### src/rtl/uart_bus_host_pkg.sv
// Shared constants and state encodings for the UART bus host.
package uart_bus_host_pkg;

  localparam logic [7:0] CmdWrite = 8'h57;
  localparam logic [7:0] CmdRead  = 8'h52;
  localparam logic [7:0] RespOk   = 8'h4B;
  localparam logic [7:0] RespErr  = 8'h45;

  typedef enum logic [2:0] {
    ST_CMD,
    ST_ADDR,
    ST_WDATA,
    ST_BUS_REQ,
    ST_BUS_WAIT,
    ST_RESP
  } frame_state_e;

  typedef enum logic [1:0] {
    RX_IDLE,
    RX_START,
    RX_DATA,
    RX_STOP
  } rx_state_e;

  // Baud counter width; never zero so a degenerate divider still elaborates.
  function automatic int unsigned cnt_width(input int unsigned clocks);
    return (clocks > 1) ? $clog2(clocks) : 1;
  endfunction

endpackage

### src/rtl/uart_byte_rx.sv
// 8N1 receive engine: 2-flop synchroniser, mid-bit sampling, 1-cycle byte strobe.
module uart_byte_rx
  import uart_bus_host_pkg::*;
#(
  parameter int unsigned ClocksPerBaud = 434
) (
  input  logic       clk_i,
  input  logic       rst_i,
  input  logic       rx_i,
  output logic [7:0] byte_o,
  output logic       byte_valid_o
);

  localparam int unsigned      CntW    = cnt_width(ClocksPerBaud);
  localparam logic [CntW-1:0] CntLast = CntW'(ClocksPerBaud - 1);
  localparam logic [CntW-1:0] CntHalf = CntW'(ClocksPerBaud / 2 - 1);

  rx_state_e       state_q, state_d;
  logic [CntW-1:0] cnt_q, cnt_d;
  logic [2:0]      bit_q, bit_d;
  logic [7:0]      shift_q, shift_d;
  logic [7:0]      byte_q, byte_d;
  logic            valid_q, valid_d;
  logic            rx_meta_q, rx_sync_q, rx_prev_q;

  assign byte_o       = byte_q;
  assign byte_valid_o = valid_q;

  always_comb begin
    state_d = state_q;
    cnt_d   = cnt_q;
    bit_d   = bit_q;
    shift_d = shift_q;
    byte_d  = byte_q;
    valid_d = 1'b0;
    case (state_q)
      RX_IDLE: begin
        cnt_d = '0;
        bit_d = '0;
        if (rx_prev_q && !rx_sync_q) state_d = RX_START;
      end
      // A start bit that reads high at mid-bit was a glitch.
      RX_START: begin
        if (cnt_q == CntHalf) begin
          cnt_d   = '0;
          state_d = rx_sync_q ? RX_IDLE : RX_DATA;
        end else begin
          cnt_d = cnt_q + CntW'(1);
        end
      end
      RX_DATA: begin
        if (cnt_q == CntLast) begin
          cnt_d   = '0;
          shift_d = {rx_sync_q, shift_q[7:1]};
          bit_d   = bit_q + 3'd1;
          if (bit_q == 3'd7) state_d = RX_STOP;
        end else begin
          cnt_d = cnt_q + CntW'(1);
        end
      end
      RX_STOP: begin
        if (cnt_q == CntLast) begin
          cnt_d   = '0;
          state_d = RX_IDLE;
          if (rx_sync_q) begin
            byte_d  = shift_q;
            valid_d = 1'b1;
          end
        end else begin
          cnt_d = cnt_q + CntW'(1);
        end
      end
      default: state_d = RX_IDLE;
    endcase
  end

  always_ff @(posedge clk_i or posedge rst_i) begin
    if (rst_i) begin
      state_q   <= RX_IDLE;
      cnt_q     <= '0;
      bit_q     <= '0;
      shift_q   <= '0;
      byte_q    <= '0;
      valid_q   <= 1'b0;
      rx_meta_q <= 1'b1;
      rx_sync_q <= 1'b1;
      rx_prev_q <= 1'b1;
    end else begin
      state_q   <= state_d;
      cnt_q     <= cnt_d;
      bit_q     <= bit_d;
      shift_q   <= shift_d;
      byte_q    <= byte_d;
      valid_q   <= valid_d;
      rx_meta_q <= rx_i;
      rx_sync_q <= rx_meta_q;
      rx_prev_q <= rx_sync_q;
    end
  end

endmodule

### src/rtl/uart_bus_host.sv
// UART command bridge: 'W'/'R' serial frames drive one bus transaction and return 'K' or read data.
// Defining UART_BUS_HOST_TIMEOUT_EN adds an inter-byte / bus timeout that aborts with 'E'.
module uart_bus_host
  import uart_bus_host_pkg::*;
#(
  parameter int unsigned ClockFrequency = 50_000_000,
  parameter int unsigned BaudRate       = 115_200,
  parameter int unsigned AddrWidth      = 32,
  parameter int unsigned DataWidth      = 32,
  parameter int unsigned TimeoutBits    = 160
) (
  input  logic                 clk_i,
  input  logic                 rst_i,
  input  logic                 uart_rx_i,
  output logic                 uart_tx_o,
  output logic                 host_req_o,
  input  logic                 host_gnt_i,
  output logic [AddrWidth-1:0] host_addr_o,
  output logic                 host_we_o,
  output logic [3:0]           host_be_o,
  output logic [DataWidth-1:0] host_wdata_o,
  input  logic                 host_rvalid_i,
  input  logic [DataWidth-1:0] host_rdata_i,
  output logic                 busy_o
);

  localparam int unsigned      ClocksPerBaud = ClockFrequency / BaudRate;
  localparam int unsigned      CntW          = cnt_width(ClocksPerBaud);
  localparam logic [CntW-1:0] CntLast       = CntW'(ClocksPerBaud - 1);

  logic [7:0] rx_byte;
  logic       rx_valid;

  uart_byte_rx #(
    .ClocksPerBaud(ClocksPerBaud)
  ) u_rx (
    .clk_i       (clk_i),
    .rst_i       (rst_i),
    .rx_i        (uart_rx_i),
    .byte_o      (rx_byte),
    .byte_valid_o(rx_valid)
  );

  frame_state_e         state_q, state_d;
  logic                 is_write_q, is_write_d;
  logic [1:0]           byte_cnt_q, byte_cnt_d;
  logic [31:0]          collect_q, collect_d;
  logic [AddrWidth-1:0] addr_q, addr_d;
  logic [DataWidth-1:0] wdata_q, wdata_d;
  logic                 we_q, we_d;
  logic [3:0]           be_q, be_d;
  logic                 req_q, req_d;
  logic                 busy_q, busy_d;
  logic [23:0]          resp_sr_q, resp_sr_d;
  logic [1:0]           resp_left_q, resp_left_d;

  logic                 tx_active_q, tx_active_d;
  logic [CntW-1:0]      tx_cnt_q, tx_cnt_d;
  logic [3:0]           tx_bit_q, tx_bit_d;
  logic [9:0]           tx_sr_q, tx_sr_d;
  logic                 tx_q, tx_d;

  logic                 tx_load_c;
  logic [7:0]           tx_byte_c;
  logic                 tx_done_c;
  logic                 abort_c;
  logic [31:0]          rx_word_c;
  logic [31:0]          rdata_word_c;

  assign rx_word_c    = {rx_byte, collect_q[31:8]};
  assign rdata_word_c = 32'(host_rdata_i);
  assign tx_done_c    = tx_active_q && (tx_cnt_q == CntLast) && (tx_bit_q == 4'd9);

  assign uart_tx_o    = tx_q;
  assign host_req_o   = req_q;
  assign host_addr_o  = addr_q;
  assign host_we_o    = we_q;
  assign host_be_o    = be_q;
  assign host_wdata_o = wdata_q;
  assign busy_o       = busy_q;

`ifdef UART_BUS_HOST_TIMEOUT_EN
  localparam int unsigned TimeoutClocks = TimeoutBits * ClocksPerBaud;
  localparam int unsigned ToW           = $clog2(TimeoutClocks + 1);

  logic [ToW-1:0] to_cnt_q, to_cnt_d;
  logic           waiting_c;

  assign waiting_c = state_q inside {ST_ADDR, ST_WDATA, ST_BUS_REQ, ST_BUS_WAIT};
  assign abort_c   = waiting_c && (to_cnt_q == ToW'(TimeoutClocks - 1));

  // Restarts on every accepted frame byte and on any state change.
  always_comb begin
    to_cnt_d = '0;
    if (waiting_c && (state_d == state_q) &&
        !(rx_valid && (state_q == ST_ADDR || state_q == ST_WDATA))) begin
      to_cnt_d = to_cnt_q + ToW'(1);
    end
  end

  always_ff @(posedge clk_i or posedge rst_i) begin
    if (rst_i) to_cnt_q <= '0;
    else       to_cnt_q <= to_cnt_d;
  end
`else
  assign abort_c = 1'b0;
`endif

  // Frame sequencing and response scheduling.
  always_comb begin
    state_d     = state_q;
    is_write_d  = is_write_q;
    byte_cnt_d  = byte_cnt_q;
    collect_d   = collect_q;
    addr_d      = addr_q;
    wdata_d     = wdata_q;
    resp_sr_d   = resp_sr_q;
    resp_left_d = resp_left_q;
    tx_load_c   = 1'b0;
    tx_byte_c   = '0;
    case (state_q)
      ST_CMD: begin
        byte_cnt_d = '0;
        if (rx_valid && rx_byte == CmdWrite) begin
          is_write_d = 1'b1;
          state_d    = ST_ADDR;
        end else if (rx_valid && rx_byte == CmdRead) begin
          is_write_d = 1'b0;
          state_d    = ST_ADDR;
        end
      end
      ST_ADDR: begin
        if (rx_valid) begin
          collect_d  = rx_word_c;
          byte_cnt_d = byte_cnt_q + 2'd1;
          if (byte_cnt_q == 2'd3) begin
            addr_d  = AddrWidth'(rx_word_c);
            state_d = is_write_q ? ST_WDATA : ST_BUS_REQ;
          end
        end
      end
      ST_WDATA: begin
        if (rx_valid) begin
          collect_d  = rx_word_c;
          byte_cnt_d = byte_cnt_q + 2'd1;
          if (byte_cnt_q == 2'd3) begin
            wdata_d = DataWidth'(rx_word_c);
            state_d = ST_BUS_REQ;
          end
        end
      end
      ST_BUS_REQ, ST_BUS_WAIT: begin
        if (state_q == ST_BUS_REQ && host_gnt_i) state_d = ST_BUS_WAIT;
        // rvalid alongside the grant is accepted immediately.
        if (host_rvalid_i && (state_q == ST_BUS_WAIT || host_gnt_i)) begin
          state_d   = ST_RESP;
          tx_load_c = 1'b1;
          if (is_write_q) begin
            tx_byte_c   = RespOk;
            resp_left_d = 2'd0;
          end else begin
            tx_byte_c   = rdata_word_c[7:0];
            resp_sr_d   = rdata_word_c[31:8];
            resp_left_d = 2'd3;
          end
        end
      end
      ST_RESP: begin
        if (tx_done_c) begin
          if (resp_left_q != 2'd0) begin
            tx_load_c   = 1'b1;
            tx_byte_c   = resp_sr_q[7:0];
            resp_sr_d   = {8'h00, resp_sr_q[23:8]};
            resp_left_d = resp_left_q - 2'd1;
          end else begin
            state_d = ST_CMD;
          end
        end
      end
      default: state_d = ST_CMD;
    endcase
    if (abort_c) begin
      state_d     = ST_RESP;
      byte_cnt_d  = '0;
      tx_load_c   = 1'b1;
      tx_byte_c   = RespErr;
      resp_left_d = 2'd0;
    end
  end

  // Bus outputs are registered from the next frame state.
  always_comb begin
    req_d  = (state_d == ST_BUS_REQ);
    busy_d = (state_d != ST_CMD);
    be_d   = 4'h0;
    we_d   = 1'b0;
    if (state_d == ST_BUS_REQ || state_d == ST_BUS_WAIT) begin
      be_d = 4'hF;
      we_d = is_write_d;
    end
  end

  // Transmit shifter: a new load on the final stop clock keeps bytes back-to-back.
  always_comb begin
    tx_active_d = tx_active_q;
    tx_cnt_d    = tx_cnt_q;
    tx_bit_d    = tx_bit_q;
    tx_sr_d     = tx_sr_q;
    tx_d        = tx_q;
    if (tx_load_c) begin
      tx_active_d = 1'b1;
      tx_cnt_d    = '0;
      tx_bit_d    = '0;
      tx_sr_d     = {1'b1, tx_byte_c, 1'b0};
      tx_d        = 1'b0;
    end else if (tx_active_q) begin
      if (tx_cnt_q == CntLast) begin
        tx_cnt_d = '0;
        if (tx_bit_q == 4'd9) begin
          tx_active_d = 1'b0;
          tx_d        = 1'b1;
        end else begin
          tx_bit_d = tx_bit_q + 4'd1;
          tx_sr_d  = {1'b1, tx_sr_q[9:1]};
          tx_d     = tx_sr_q[1];
        end
      end else begin
        tx_cnt_d = tx_cnt_q + CntW'(1);
      end
    end
  end

  always_ff @(posedge clk_i or posedge rst_i) begin
    if (rst_i) begin
      state_q     <= ST_CMD;
      is_write_q  <= 1'b0;
      byte_cnt_q  <= '0;
      collect_q   <= '0;
      addr_q      <= '0;
      wdata_q     <= '0;
      we_q        <= 1'b0;
      be_q        <= '0;
      req_q       <= 1'b0;
      busy_q      <= 1'b0;
      resp_sr_q   <= '0;
      resp_left_q <= '0;
      tx_active_q <= 1'b0;
      tx_cnt_q    <= '0;
      tx_bit_q    <= '0;
      tx_sr_q     <= '1;
      tx_q        <= 1'b1;
    end else begin
      state_q     <= state_d;
      is_write_q  <= is_write_d;
      byte_cnt_q  <= byte_cnt_d;
      collect_q   <= collect_d;
      addr_q      <= addr_d;
      wdata_q     <= wdata_d;
      we_q        <= we_d;
      be_q        <= be_d;
      req_q       <= req_d;
      busy_q      <= busy_d;
      resp_sr_q   <= resp_sr_d;
      resp_left_q <= resp_left_d;
      tx_active_q <= tx_active_d;
      tx_cnt_q    <= tx_cnt_d;
      tx_bit_q    <= tx_bit_d;
      tx_sr_q     <= tx_sr_d;
      tx_q        <= tx_d;
    end
  end

endmodule

### config.mk
export PLATFORM = sky130hd
export DESIGN_NAME = uart_bus_host
export DESIGN_NICKNAME = d
export VERILOG_FILES = /design/src/rtl/uart_bus_host_pkg.sv /design/src/rtl/uart_byte_rx.sv /design/src/rtl/uart_bus_host.sv
export SDC_FILE = /design/constraint.sdc
export NUM_CORES = 1
export LEC_CHECK = 0
export CAP_MARGIN = 10
export CELL_PAD_IN_SITES_DETAIL_PLACEMENT = 1
export CELL_PAD_IN_SITES_GLOBAL_PLACEMENT = 1
export CORE_UTILIZATION = 30
export DETAILED_ROUTE_END_ITERATION = 12
export GPL_ROUTABILITY_DRIVEN = 0
export HOLD_SLACK_MARGIN = 0.08
export PLACE_DENSITY = 0.6
export SYNTH_ARGS = -nofsm -noshare
export SYNTH_HDL_FRONTEND = slang
export SYNTH_HIERARCHICAL = 1
export SYNTH_SLANG_ARGS = --single-unit
### constraint.sdc
create_clock -name clk_i -period 4.65 [get_ports clk_i]
set_input_delay 0.465 -clock clk_i [delete_from_list [all_inputs] [get_ports clk_i]]
set_output_delay 0.465 -clock clk_i [all_outputs]
set_load 0.05 [all_outputs]
After elaboration in Yosys (flattened, before gate mapping)
Cells that the tools add are included.
{"block": "classes", "add_sub_neg": 6, "multipliers": 0, "n_div": 0, "order_cmp": 0, "eq_ne": 29, "shifts": 0, "n_mux": 72, "n_bitwise": 0, "n_reduce_logical": 34}
{"op": "2-to-1 mux 24 bit", "count": 4}
{"op": "case mux 24 bit (2 select lines)", "count": 1}
{"op": "2-to-1 mux 9 bit", "count": 5}
{"op": "2-to-1 mux 10 bit", "count": 4}
{"op": "2-to-1 mux 3 bit", "count": 11}
{"op": "2-to-1 mux 8 bit", "count": 4}
{"op": "case mux 9 bit (3 select lines)", "count": 1}
{"op": "2-to-1 mux 2 bit", "count": 11}
{"op": "2-to-1 mux 4 bit", "count": 5}
{"op": "2-to-1 mux 1 bit", "count": 19}
{"op": "adder 9 x 1 -> 9 bit (second input constant)", "count": 2}
{"op": "== test 9 bit (second input constant)", "count": 2}
{"op": "== test 8 x 7 -> 1 bit (second input constant)", "count": 2}
{"op": "case mux 8 bit (2 select lines)", "count": 1}
{"op": "case mux 3 bit (5 select lines)", "count": 1}
{"op": "== test 3 bit (second input constant)", "count": 4}
{"op": "!= test 2 x 1 -> 1 bit (second input constant)", "count": 6}
{"op": "AND reduction 3 bit", "count": 4}
{"op": "nonzero test 2 bit", "count": 6}
{"op": "!= test 2 bit (second input constant)", "count": 5}
{"op": "AND reduction 2 bit", "count": 5}
{"op": "AND reduction 5 bit", "count": 2}
{"op": "== test 3 x 2 -> 1 bit (second input constant)", "count": 3}
{"op": "== test 9 x 8 -> 1 bit (second input constant)", "count": 1}
{"op": "other kinds (20)", "count": 32}
{"block": "totals", "reg_bits": 194, "latch_bits": 0, "ramBits": 0, "romBits": 0, "input_bits": 37, "out_inout_bits": 72, "word_cells": 167, "n_memories": 0}

Depth between registers and ports, before layout
{"block": "depth", "word_depth": 8, "ltp_mapped": 9, "mapped_depth_nobuf": 7}

Hierarchy
Netlist, hierarchy kept.
{"mod": "uart_bus_host", "instances": 1, "cells_per_inst": 519, "area_per_inst_um2": 6317.3, "seq_area_each_um2": 3689.8}
{"mod": "uart_byte_rx", "instances": 1, "cells_per_inst": 125, "area_per_inst_um2": 1600.3, "seq_area_each_um2": 854.6}

Worst setup path after synthesis
Ideal clock, no wire load.
{"block": "synth_timing", "path_kind": "reg2reg", "from": "register tx_cnt_q[2]", "to": "register busy_q, in the netlist busy_o", "setup_ns": 0.131, "arrival_ns": 2.137, "t_required_ns": 4.519, "setup_slack_ns": 2.382, "stages_incl_launch_ff": 8, "path_buffers": 2, "synth_period_minus_slack_ns": 2.268, "path_cell_list": "dfrtp_1 > buf_6 > or4b_4 > nor4_4 > o22ai_1 > or3_1 > buf_2 > or3_1"}
{"block": "synth_via", "elab_chain_cells": 6}
{"item": "from (decl)", "line": "uart_bus_host.sv:58", "text": "logic [CntW-1:0] tx_cnt_q, tx_cnt_d;"}
{"item": "from (signal assigned)", "line": "uart_bus_host.sv:266", "text": "tx_cnt_q <= tx_cnt_d;"}
{"item": "== test 9 bit", "line": "uart_bus_host.sv:72", "text": "assign tx_done_c = tx_active_q && (tx_cnt_q == CntLast) && (tx_bit_q == 4'd9);"}
{"item": "logical AND 1 bit (2 in a row)", "line": "uart_bus_host.sv:72"}
{"item": "2-to-1 mux 3 bit", "line": "uart_bus_host.sv:169", "text": "if (tx_done_c) begin"}
{"item": "case mux 3 bit (5 select lines)", "line": "uart_bus_host.sv:121", "text": "case (state_q)"}
{"item": "net state_d[0]", "line": "uart_bus_host.sv:44", "text": "frame_state_e state_q, state_d;"}
{"item": "nonzero test 3 bit", "line": "uart_bus_host.sv:194", "text": "busy_d = (state_d != ST_CMD);"}
{"item": "net busy_d", "line": "uart_bus_host.sv:53", "text": "logic busy_q, busy_d;"}
{"item": "to (signal assigned)", "line": "uart_bus_host.sv:262", "text": "busy_q <= busy_d;"}
{"item": "to (decl)", "line": "uart_bus_host.sv:53"}
The timed path passes the listed nets, and every way through them passes these cells.
A chain may end at the register's enable or synchronous reset.

Worst setup path in the final report
{"block": "layout_timing", "from": "register tx_cnt_q[2]", "to": "register resp_left_q[0]"}
{"block": "layout_via", "elab_chain_cells": 5}
{"item": "== test 9 bit", "line": "uart_bus_host.sv:72"}
{"item": "logical AND 1 bit (2 in a row)", "line": "uart_bus_host.sv:72"}
{"item": "!= test 2 bit (no source line)"}
{"item": "AND reduction 4 bit (no source line)"}
{"item": "to (signal assigned)", "line": "uart_bus_host.sv:264", "text": "resp_left_q <= resp_left_d;"}
{"item": "to (decl)", "line": "uart_bus_host.sv:55", "text": "logic [1:0] resp_left_q, resp_left_d;"}
No other way between the ends.

==> results.sh <==
export IMPL_synth_seq_cells=181
export IMPL_min_period_ns=3.023
export IMPL_path_max_fanout=13
export IMPL_synth_area_mm2=0.007918
export IMPL_p_int_mw=2.446
export IMPL_switching_share_pct=25.17
export IMPL_cts_buffers=17
export IMPL_comb_power_share_pct=4.7
export IMPL_dieArea_mm2=0.02705
export IMPL_final_nets=788
export IMPL_critPathKind="reg2reg"
export IMPL_p_leak_nw=4.396
export IMPL_post_cts_resized=0
export IMPL_avgSynthCellArea_um2=12.29
export IMPL_n_antenna_cell=0
export IMPL_mostFrequentLayoutCell="dfrtp_1"
export IMPL_power_switching_uw=822.7
export IMPL_worstSetupEndpointType="flop"
export IMPL_drt_first_pass_iters=4
export IMPL_async_flop_share_pct=100.0
export IMPL_powerDensity_mw_per_mm2=329.6
export IMPL_pin_count=109
export IMPL_postRouteAntennaNets=0
export IMPL_power_mw=3.269
export IMPL_final_cell_mix="169 x dfrtp_1, 108 x clkdlybuf4s50_1, 96 x mux2_2, 66 x nand2_1, 32 x nor2_1"
export IMPL_setup_violations=0
export IMPL_worst_path_max_delay_cell="nor4_2"
export IMPL_drc=0
export IMPL_crit_required_ns=4.93
export IMPL_preCtsSetupSlack_ns=1.684
export IMPL_viasPerCell=4.847
export IMPL_drtIter0Drc=215
export IMPL_synth_edf_count=0
export IMPL_fp_dieH_um=164.5
export IMPL_finClkSkew_ns=0.01194
export IMPL_cpPeakStageDelay_ns=0.94
export IMPL_numPortBuffers=108
export IMPL_cts_sinks=181
export IMPL_fmax_mhz=330.8
export IMPL_clock_latency_ns=0.44
export IMPL_seqPwrFrac_pct=50.0
export IMPL_post_drt_wl_per_cell_um=17.50
export IMPL_antenna_found_initial=0
export IMPL_setup_slack_ns=1.627
export IMPL_start_util_pct=30.47
export IMPL_startpoint_type="flop"
export IMPL_syn_nets=692
export IMPL_crit_arrival_ns=3.31
export IMPL_hold_violations=0
export IMPL_status="complete, no violations"
export IMPL_grt_pass1_vias=5879
export IMPL_cts_hold_fix_buffers=0
export IMPL_h_tree_depth=4
export IMPL_utilization_pct=38.17
export IMPL_die_x_um=164.5
export IMPL_hpwl_mm=13.17
export IMPL_grt_pass1_wl_mm=31.37
export IMPL_period_share_pct=65.01
export IMPL_power_frac_clock_pct=45.3
export IMPL_cts_root_buf="clkbuf_16"
export IMPL_overflow=0
export IMPL_synth_cell_types=67
export IMPL_wl_mm=19.04
export IMPL_path_cells="or4b_4 -> nor4_2 -> nor2_1 -> nor3_1 -> a311oi_1"
export IMPL_hp_class="reg2reg"
export IMPL_yosys_warnings=6
export IMPL_final_area_mm2=0.009920
export IMPL_coreArea_mm2=0.02598
export IMPL_syn2layout_area_growth_pct=25.28
export IMPL_seq_area_frac_synth_pct=57.40
export IMPL_row_count=59
export IMPL_worst_pin_slew_ns=1.087
export IMPL_maxSlewHeadroom_pct=26.96
export IMPL_grt_max_degree=107
export IMPL_clock_path_buffers=2
export IMPL_syn_inst=644
export IMPL_via_count=5274
export IMPL_drv_cap=0
export IMPL_post_dp_cell_area_mm2=0.009319
export IMPL_synth_ff_type="dfrtp_1"
export IMPL_post_cts_buffers=0
export IMPL_grt_setup_unrepaired="false"
export IMPL_ir_drop_v=0.0002211
export IMPL_drive_gt1_share_pct=22.44
export IMPL_track_usage_pct=15.07
export IMPL_clkTransAtPathRegs_ns=0.08
export IMPL_slew_viol_final=0
export IMPL_setup_tns_ns=0
export IMPL_cts_tree="done"
-- layer usage --
layer  GRT usage, %  up-vias  part of all wire [%]
met2          25.47       78                    50
li1               -     2491                     -
met3          3.039       27                   2.5
met4          5.463        0                   1.7
met5              0        -                     0
met1          19.03     2678                    45
-- sequential cells by signal, indices dropped and copies added (netlist names), 2 cells and up, named ones only --
signal / flops
resp_sr_q: 24
collect_q: 24
host_addr_o: 32
tx_bit_q: 4
u_rx/byte_o: 8
u_rx/cnt_q: 9
resp_left_q: 2
tx_sr_q: 8
u_rx/bit_q: 3
u_rx/shift_q: 8
byte_cnt_q: 2
state_q: 3
tx_cnt_q: 9
host_wdata_o: 32
-- cells in the mapped netlist, types with 2 or more instances --
cell type    n  area, µm²
nand2_1     66      247.7
or4b_4       2      27.53
o22a_1       3      26.28
o21ai_0     20      100.1
xor2_1       8      70.07
buf_1        2      7.510
and2_1       4      25.02
or3_1        7      43.79
ha_1        11      137.6
buf_6        2      22.52
dfrtp_1    169       4229
inv_1       14      52.55
buf_4        3      22.52
nand3_1     11      55.05
a311o_1      2      20.02
nor4bb_1     3      30.03
o31ai_1      2      15.01
and4b_1      2      20.02
mux2i_1     17      170.2
o211ai_1     3      22.52
dfstp_2     12      315.3
a21oi_1     15      75.07
nand3b_1     2      15.01
o2111ai_1    3      26.28
nand4_1      6      37.54
nor3_1       5      25.02
nand4b_1     3      26.28
o2bb2ai_1    2      17.52
a31oi_1      5      31.28
nor3b_1      3      22.52
mux2_2      96       1081
a41oi_1      4      35.03
o21ai_1     23      115.1
nand4bb_1    2      22.52
nor4b_1      2      17.52
nand2b_1     4      25.02
mux2_4       8      120.1
a22oi_1      6      45.04
buf_2        4      20.02
xnor2_1      3      26.28
nor2_1      34      127.6
clkbuf_1    26      97.59
-- logic make-up after synthesis --
family | count (synthesis) | share of synthesized area (%)
buffers and inverters | 51 | 2.813
adder cells (fa/ha/maj) | 12 | 1.865
AND/OR/NAND/NOR | 168 | 11.39
multiplexers | 121 | 17.32
XOR/XNOR | 11 | 1.217
flip-flops | 181 | 57.40
AO/OA/AOI/OAI | 100 | 7.997
-- power groups by stage --
stage / Sequential, mW / Combinational [mW] / Clock (mW)
after floorplan: 1.65 / 0.0994 / 0
final: 1.63 / 0.154 / 1.48
after CTS: 1.63 / 0.160 / 1.52
after detailed placement: 1.66 / 0.159 / 0
after global placement: 1.66 / 0.153 / 0
after global routing: 1.64 / 0.172 / 1.57
-- final timing paths --
kind / start / endpoint / slack (ns) / cells past startpoint
worst min-delay path: u_rx/rx_meta_q / u_rx/rx_sync_q / 0.36 / 0
worst max-delay path: tx_cnt_q[2] / resp_left_q[0] / 1.63 / 5
max in group asynchronous: rst_i / host_wdata_o[31] / 3.06 / 3
worst min register to register: u_rx/rx_meta_q / u_rx/rx_sync_q / 0.36 / 0
min in group asynchronous: rst_i / u_rx/cnt_q[5] / 0.56 / 3
worst max register to register: tx_cnt_q[2] / resp_left_q[0] / 1.63 / 5
-- through the flow --
stage	hold slack (ns)	std cells
floorplan	0.3452	644
global placement	0.3487	1056
detailed placement	0.3529	1056
CTS	0.3640	1088
global route	0.3646	1088
finish	0.3615	1088
-- worst max-delay path, delay by kind of cell (launching register included) --
family	cells	cell delay (ns)
simple gates	4	2.31
flops	1	0.48
compound gates	1	0.07
-- final cells by class --
cell class	instances	area, µm²
Clock inverter	15	175.2
Timing Repair Buffer	114	1126
Multi-Input combinational cell	412	3172
Inverter	14	57.56
Tap cell	335	419.2
Clock buffer	17	425.4
Fill cell	2765	16070
Sequential cell	181	4544
No activity file was read; power rests on OpenSTA's default activity.
